**src/rtl/exc_ctrl_pkg.sv**
```systemverilog
// Shared constants for exc_ctrl: cause codes, mem_exc bit positions, CP0 write-enable
// indices, default exception vector and FSM / bad-address-select encodings.
package exc_ctrl_pkg;

  localparam logic [31:0] DEF_EXC_VECTOR = 32'hBFC00380;

  localparam logic [4:0] EXC_INT  = 5'd0;
  localparam logic [4:0] EXC_ADEL = 5'd4;
  localparam logic [4:0] EXC_ADES = 5'd5;
  localparam logic [4:0] EXC_SYS  = 5'd8;
  localparam logic [4:0] EXC_BP   = 5'd9;
  localparam logic [4:0] EXC_RI   = 5'd10;
  localparam logic [4:0] EXC_OV   = 5'd12;

  localparam int EXC_BIT_ADEL_IF = 6;
  localparam int EXC_BIT_RI      = 5;
  localparam int EXC_BIT_OV      = 4;
  localparam int EXC_BIT_SYS     = 3;
  localparam int EXC_BIT_BP      = 2;
  localparam int EXC_BIT_ADEL_D  = 1;
  localparam int EXC_BIT_ADES    = 0;

  localparam int CP0_WE_BADADDR = 8;
  localparam int CP0_WE_STATUS  = 12;
  localparam int CP0_WE_CAUSE   = 13;
  localparam int CP0_WE_EPC     = 14;

  typedef enum logic [1:0] {
    ST_IDLE     = 2'd0,
    ST_FLUSH    = 2'd1,
    ST_REDIRECT = 2'd2
  } exc_state_e;

  typedef enum logic [1:0] {
    BAD_NONE = 2'd0,
    BAD_PC   = 2'd1,
    BAD_DATA = 2'd2
  } bad_sel_e;

endpackage

```
**src/rtl/exc_prio_enc.sv**
```systemverilog
// Combinational event priority encoder: interrupt > fetch AdEL > RI > Ov > Sys > Bp > data AdEL > AdES > ERET.
// Zero latency, no handshake.
module exc_prio_enc
  import exc_ctrl_pkg::*;
(
  input  logic       int_pending,
  input  logic [6:0] mem_exc,
  input  logic       mem_eret,
  output logic       evt_vld,
  output logic       evt_eret,
  output logic [4:0] evt_code,
  output bad_sel_e   bad_sel
);

  always_comb begin
    evt_vld  = 1'b1;
    evt_eret = 1'b0;
    evt_code = EXC_INT;
    bad_sel  = BAD_NONE;
    if (int_pending) begin
      evt_code = EXC_INT;
    end else if (mem_exc[EXC_BIT_ADEL_IF]) begin
      evt_code = EXC_ADEL;
      bad_sel  = BAD_PC;
    end else if (mem_exc[EXC_BIT_RI]) begin
      evt_code = EXC_RI;
    end else if (mem_exc[EXC_BIT_OV]) begin
      evt_code = EXC_OV;
    end else if (mem_exc[EXC_BIT_SYS]) begin
      evt_code = EXC_SYS;
    end else if (mem_exc[EXC_BIT_BP]) begin
      evt_code = EXC_BP;
    end else if (mem_exc[EXC_BIT_ADEL_D]) begin
      evt_code = EXC_ADEL;
      bad_sel  = BAD_DATA;
    end else if (mem_exc[EXC_BIT_ADES]) begin
      evt_code = EXC_ADES;
      bad_sel  = BAD_DATA;
    end else if (mem_eret) begin
      evt_eret = 1'b1;
    end else begin
      evt_vld  = 1'b0;
    end
  end

endmodule

```
**src/rtl/exc_ctrl.sv**
```systemverilog
// Exception/interrupt controller: one-cycle CP0 write + flush pulse, then a held fetch redirect.
// Redirect waits on redirect_ready; events while busy are dropped. EXC_TIMER_INT_EN ORs timer into hw line 5.
module exc_ctrl
  import exc_ctrl_pkg::*;
#(
  parameter int               WIDTH      = 32,
  parameter logic [WIDTH-1:0] EXC_VECTOR = WIDTH'(DEF_EXC_VECTOR)
) (
  input  logic             clk,
  input  logic             rst,
  input  logic [5:0]       hardware_interruption,
  input  logic             mem_valid,
  input  logic [WIDTH-1:0] mem_pc,
  input  logic             mem_in_delay_slot,
  input  logic [6:0]       mem_exc,
  input  logic             mem_eret,
  input  logic [WIDTH-1:0] mem_badaddr,
  input  logic [WIDTH-1:0] Status_data,
  input  logic [WIDTH-1:0] cause_data,
  input  logic [WIDTH-1:0] EPC_data,
  input  logic             timer_int_data,
  output logic [WIDTH-1:0] we,
  output logic [WIDTH-1:0] epc,
  output logic [WIDTH-1:0] BADADDR,
  output logic [4:0]       Exception_code,
  output logic             Branch_delay,
  output logic             EXL,
  output logic             IE,
  output logic [7:0]       interrupt_enable,
  output logic [5:0]       hw_int_out,
  output logic             flush,
  output logic             redirect_valid,
  output logic [WIDTH-1:0] redirect_pc,
  input  logic             redirect_ready,
  output logic             busy
);

  exc_state_e       state_q, state_d;
  logic [5:0]       hw_meta_q, hw_meta_d, hw_sync_q, hw_sync_d;
  logic [5:0]       hw_sync;
  logic [WIDTH-1:0] target_q, target_d;
  logic [WIDTH-1:0] we_q, we_d, epc_q, epc_d, badaddr_q, badaddr_d;
  logic [WIDTH-1:0] redir_pc_q, redir_pc_d;
  logic [4:0]       code_q, code_d;
  logic [7:0]       ie8_q, ie8_d;
  logic             bd_q, bd_d, exl_q, exl_d, ie_q, ie_d;
  logic             flush_q, flush_d, redir_vld_q, redir_vld_d, busy_q, busy_d;

  logic             int_pending, evt_vld, evt_eret;
  logic [4:0]       evt_code;
  bad_sel_e         bad_sel;

`ifdef EXC_TIMER_INT_EN
  assign hw_sync = {hw_sync_q[5] | timer_int_data, hw_sync_q[4:0]};
`else
  assign hw_sync = hw_sync_q;
  logic unused_timer;
  assign unused_timer = timer_int_data;
`endif

  logic unused_cp0_bits;
  assign unused_cp0_bits = ^{Status_data[WIDTH-1:16], Status_data[7:2],
                             cause_data[WIDTH-1:10], cause_data[7:0]};

  // Mask lines are {hw[5:0], sw[1:0]} against Status.IM; blocked while EXL is set.
  assign int_pending = Status_data[0] && !Status_data[1] &&
                       ((Status_data[15:8] & {hw_sync, cause_data[9:8]}) != 8'd0);

  exc_prio_enc u_prio_enc (
    .int_pending (int_pending),
    .mem_exc     (mem_exc),
    .mem_eret    (mem_eret),
    .evt_vld     (evt_vld),
    .evt_eret    (evt_eret),
    .evt_code    (evt_code),
    .bad_sel     (bad_sel)
  );

  always_comb begin
    hw_meta_d   = hardware_interruption;
    hw_sync_d   = hw_meta_q;
    state_d     = state_q;
    target_d    = target_q;
    flush_d     = 1'b0;
    we_d        = '0;
    epc_d       = '0;
    badaddr_d   = '0;
    code_d      = '0;
    bd_d        = 1'b0;
    exl_d       = 1'b0;
    ie_d        = 1'b0;
    ie8_d       = '0;
    redir_vld_d = 1'b0;
    redir_pc_d  = '0;
    case (state_q)
      ST_IDLE: begin
        if (mem_valid && evt_vld) begin
          state_d               = ST_FLUSH;
          flush_d               = 1'b1;
          we_d[CP0_WE_STATUS]   = 1'b1;
          ie_d                  = Status_data[0];
          ie8_d                 = Status_data[15:8];
          if (evt_eret) begin
            target_d = EPC_data;
          end else begin
            target_d              = EXC_VECTOR;
            we_d[CP0_WE_CAUSE]    = 1'b1;
            we_d[CP0_WE_EPC]      = 1'b1;
            we_d[CP0_WE_BADADDR]  = (bad_sel != BAD_NONE);
            epc_d                 = mem_pc;
            bd_d                  = mem_in_delay_slot;
            code_d                = evt_code;
            exl_d                 = 1'b1;
            if (bad_sel == BAD_PC)        badaddr_d = mem_pc;
            else if (bad_sel == BAD_DATA) badaddr_d = mem_badaddr;
          end
        end
      end
      ST_FLUSH: begin
        state_d     = ST_REDIRECT;
        redir_vld_d = 1'b1;
        redir_pc_d  = target_q;
      end
      ST_REDIRECT: begin
        if (redirect_ready) begin
          state_d  = ST_IDLE;
          target_d = '0;
        end else begin
          redir_vld_d = 1'b1;
          redir_pc_d  = target_q;
        end
      end
      default: state_d = ST_IDLE;
    endcase
    busy_d = (state_d != ST_IDLE);
  end

  always_ff @(posedge clk or posedge rst) begin
    if (rst) begin
      state_q     <= ST_IDLE;
      hw_meta_q   <= '0;
      hw_sync_q   <= '0;
      target_q    <= '0;
      flush_q     <= 1'b0;
      we_q        <= '0;
      epc_q       <= '0;
      badaddr_q   <= '0;
      code_q      <= '0;
      bd_q        <= 1'b0;
      exl_q       <= 1'b0;
      ie_q        <= 1'b0;
      ie8_q       <= '0;
      redir_vld_q <= 1'b0;
      redir_pc_q  <= '0;
      busy_q      <= 1'b0;
    end else begin
      state_q     <= state_d;
      hw_meta_q   <= hw_meta_d;
      hw_sync_q   <= hw_sync_d;
      target_q    <= target_d;
      flush_q     <= flush_d;
      we_q        <= we_d;
      epc_q       <= epc_d;
      badaddr_q   <= badaddr_d;
      code_q      <= code_d;
      bd_q        <= bd_d;
      exl_q       <= exl_d;
      ie_q        <= ie_d;
      ie8_q       <= ie8_d;
      redir_vld_q <= redir_vld_d;
      redir_pc_q  <= redir_pc_d;
      busy_q      <= busy_d;
    end
  end

  assign we               = we_q;
  assign epc              = epc_q;
  assign BADADDR          = badaddr_q;
  assign Exception_code   = code_q;
  assign Branch_delay     = bd_q;
  assign EXL              = exl_q;
  assign IE               = ie_q;
  assign interrupt_enable = ie8_q;
  assign hw_int_out       = hw_sync;
  assign flush            = flush_q;
  assign redirect_valid   = redir_vld_q;
  assign redirect_pc      = redir_pc_q;
  assign busy             = busy_q;

endmodule

```
**config.mk**
```make
export PLATFORM = sky130hd
export DESIGN_NAME = exc_ctrl
export DESIGN_NICKNAME = d
export VERILOG_FILES = /design/src/rtl/exc_ctrl_pkg.sv /design/src/rtl/exc_prio_enc.sv /design/src/rtl/exc_ctrl.sv
export SDC_FILE = /design/constraint.sdc
export NUM_CORES = 1
export LEC_CHECK = 0
export BUFFER_PORTS_ARGS = -buffer_cell sky130_fd_sc_hd__buf_2
export CAP_MARGIN = 5
export CORE_AREA = 2 2 130 132
export DETAILED_ROUTE_END_ITERATION = 10
export DIE_AREA = 0 0 132 134
export PLACE_DENSITY = 0.83
export REMOVE_ABC_BUFFERS = 1
export SYNTH_ARGS = -nofsm -noshare
export SYNTH_HDL_FRONTEND = slang
export SYNTH_SLANG_ARGS = --single-unit
```
**constraint.sdc**
```tcl
create_clock -name clk -period 5.3 [get_ports clk]
set_input_delay 1.06 -clock clk [delete_from_list [all_inputs] [get_ports clk]]
set_output_delay 1.06 -clock clk [all_outputs]
set_load 0.01 [all_outputs]
```
==> run metrics <==
Worst Path Buf+Inv 2; Final Power 3.38 mW; hold_sp hw_meta_q[1]$_DFF_PP0_; Setup Viol. Count Final 0; Place WS 2040 ps; max incr delay on CP 740 ps; vias in the first global route 4382; critical path's top delay family compound AO/OA/AOI/OAI gates; average wire per standard cell 15.3 um; Worst Max-Slew Pin Slew 1260 ps; NumNets Final 910; DRT Wirelength 14.7 mm; Finished Layout Cells 959; Fin Setup TNS 0 ps; worst skew pair latency 410 ps; post-synth top area cell dfrtp_1; largest net degree at the start of global routing 87; Req. time, crit path 5640 ps; Die H 134 um; Cells after Synth 482; Max-cap violations 0; GRT Total Usage 16.7%; Tcrit/Tclk final 53.7%; gr busiest metal met2; Peak VDD IR 209 uV; Tmin final 2850 ps; # diodes 0; DRC 0; Initial Utilization 37.2%; worst-path fanout max 33; Worst EP arrival 3190 ps; status completed; Die Wd 132 um; Slew Limit Fails 0; Netlist cell types 36; Slew HR 15.9%; Routed Antenna Nets 0; Root Buffer clkbuf_16; DP Cell Count 927; port bufs 250; initial antenna violation count 0; setup repair bufs after CTS 0; Row Count 47; final worst slack 2450 ps; Top-Level Pins 333; share of layout cells above drive strength 1 40.9%; Synth area leaders dfrtp_1 66%, and2_1 7.6%, a22o_1 5.2%, buf_4 4.0%, nand2_1 2.1%; clock tree buffer depth 2; drt pass-1 iters 4; Hold Crit Class reg2reg; CTS tree yes; CP startpoint Status_data[8]; Worst path slowest cell o41a_1; DP HPWL 10.5 mm; Crit. End Element flip-flop; fmax 351 MHz; vias 4482; TritonCTS Buffers 17; synthesized area 6070 um^2; unrepaired setup endpoints after global routing false; P&R area growth vs syn 32.2%; grt ovf 0; Synth top area share 66.4%; Starting DRT DRC Count 210; CTS clock-pin slew for the worst setup and hold paths 60 ps; routing usage on met2 28.4%; Most Frequent Cell on Critical Path a22o_1; endpoints failing hold 0; M1 GR Usage 19.1%; # fillers 1462; post-synthesis mux area share 0%; adder-cell share of the synthesized area 0.825%; CTS Hold Bufs 0; met3 usage 7.60%; Core Region 16300 um^2; Clock Skews 5.62 ps; Compound-Gate Fraction of Synth Area 10.1%; worst path cell trace buf_2 -> a22o_1 -> o41a_1 -> nor4_4 -> buf_4 -> a22o_1; via/cell ratio 4.67; Post-Synth Simple-Gate Area 15.8%; fraction of synthesized cell area in xor and xnor cells 0%; GPL Wtd Cong 0.772; cts repair resizes 0; largest family of logic cells by synthesized area simple AND/OR/NAND/NOR gates; H-tree levels 4; Avg Inst Size Synth 12.6 um^2; worst r2r src state_q[0]$_DFF_PP0_; first-pass GRT wire length 22.8 mm; Seq/Total Area, Yosys 66.4%; CP Launch Type primary input; Power per Cell Area 421 nW/um^2; Warnings, synthesis 0; Synth Register Bits 161; P_leak 4.32 nW; Final Util 49.2%; die area 17700 um^2; Sink Count 161; critical path class in2reg
Yosys cell counts:
cell        n
o41ai_2     1
nor2_1      3
and2_1     74
buf_6       3
clkbuf_1   21
o21a_1      1
conb_1      1
or3_4       1
ha_1        4
o21bai_1    2
nor4_4      1
nor2b_1     2
nand4_1    20
a22o_1     36
a21oi_1     6
nor3_1      3
o31ai_1     1
o41a_1      1
nor3_2      1
nand3_1     1
or2_2       1
nor3b_1     1
a41oi_2     1
o22ai_1    12
a21o_1      1
buf_4      32
nor4_1     15
or4_4       3
or3_1       1
buf_2       6
o21ai_0    21
nand2_1    34
or2_0       1
inv_1       8
dfrtp_1   161
a211oi_1    1
worst register-to-register path: cells and delay by family, from the launching register on:
kind,cells,cell delay [ps]
flops,1,410
simple gates,1,260
buf+inv,1,100
compound gates,2,1260
fa+ha+maj,1,230
per-layer routing:
metal	up-vias	wire [um]
li1	2085	-
met1	2164	5670
met2	215	7450
met3	18	1360
met4	0	168
met5	-	0
per-stage QoR:
step                      hold WS, ps  instance area [um^2]
after floorplan                   331                  5790
after global placement            333                  7430
after detailed placement          335                  7430
after CTS                         348                  8020
after global routing              356                  8020
final                             347                  8020
worst paths after layout:
check / slack [ps] / cells after the start / endpoint
worst max-delay path: 2450 / 6 / BADADDR[15]$_DFF_PP0_
worst min-delay path: 350 / 0 / hw_int_out[1]$_DFF_PP0_
worst max register to register: 2860 / 5 / target_q[5]$_DFFE_PP0P_
worst min register to register: 350 / 0 / hw_int_out[1]$_DFF_PP0_
max in group asynchronous: 3500 / 3 / epc[4]$_DFF_PP0_
min in group asynchronous: 800 / 2 / redirect_pc[20]$_DFF_PP0_
kinds of logic after synthesis:
family                   after synthesis
AND/OR/NAND/NOR                      162
flip-flops                           161
AO/OA/AOI/OAI                         84
buffers and inverters                 70
adder cells (fa/ha/maj)                4
other                                  1
layout make-up:
type / count / area [um^2] / area share, %
Clock buffer: 21 / 460 / 5.74
Sequential cell: 161 / 4030 / 50.2
Tap cell: 220 / 275 / 3.43
Multi-Input combinational cell: 279 / 1770 / 22.1
Clock inverter: 11 / 131 / 1.64
Timing Repair Buffer: 259 / 1320 / 16.4
Inverter: 8 / 35.0 / 0.437
report_power, final:
part           switching (mW)  internal, mW  total, mW
logic                   0.431         0.269      0.700
clock network           0.481         0.722       1.20
registers              0.0642          1.41       1.47
total                   0.976          2.40       3.38
registers in the layout, indices dropped and copies added, names as in the netlist:
| register | cells |
|---|---|
| IE | 1 |
| busy | 1 |
| interrupt_enable | 8 |
| Exception_code | 4 |
| hw_int_out | 6 |
| we | 3 |
| redirect_pc | 32 |
| state_q | 2 |
| hw_meta_q | 6 |
| target_q | 32 |
| BADADDR | 32 |
| Branch_delay | 1 |
| epc | 32 |
| redirect_valid | 1 |
layout by cell type (no fill, tap or decap), types with 3 or more instances in the layout:
| cell type | n |
|---|---|
| buf_2 | 250 |
| dfrtp_1 | 161 |
| and2_1 | 74 |
| a22o_1 | 36 |
| nand2_1 | 34 |
| conb_1 | 29 |
| o21ai_0 | 21 |
| nand4_1 | 20 |
| clkbuf_16 | 17 |
| nor4_1 | 15 |
| o22ai_1 | 12 |
| buf_4 | 9 |
| inv_1 | 7 |
| a21oi_1 | 5 |
| ha_1 | 4 |
| clkinv_4 | 4 |
| or4_4 | 3 |
| nor2_1 | 3 |
| clkinvlp_4 | 3 |
Note: power is estimated with default switching activity, not from simulation.
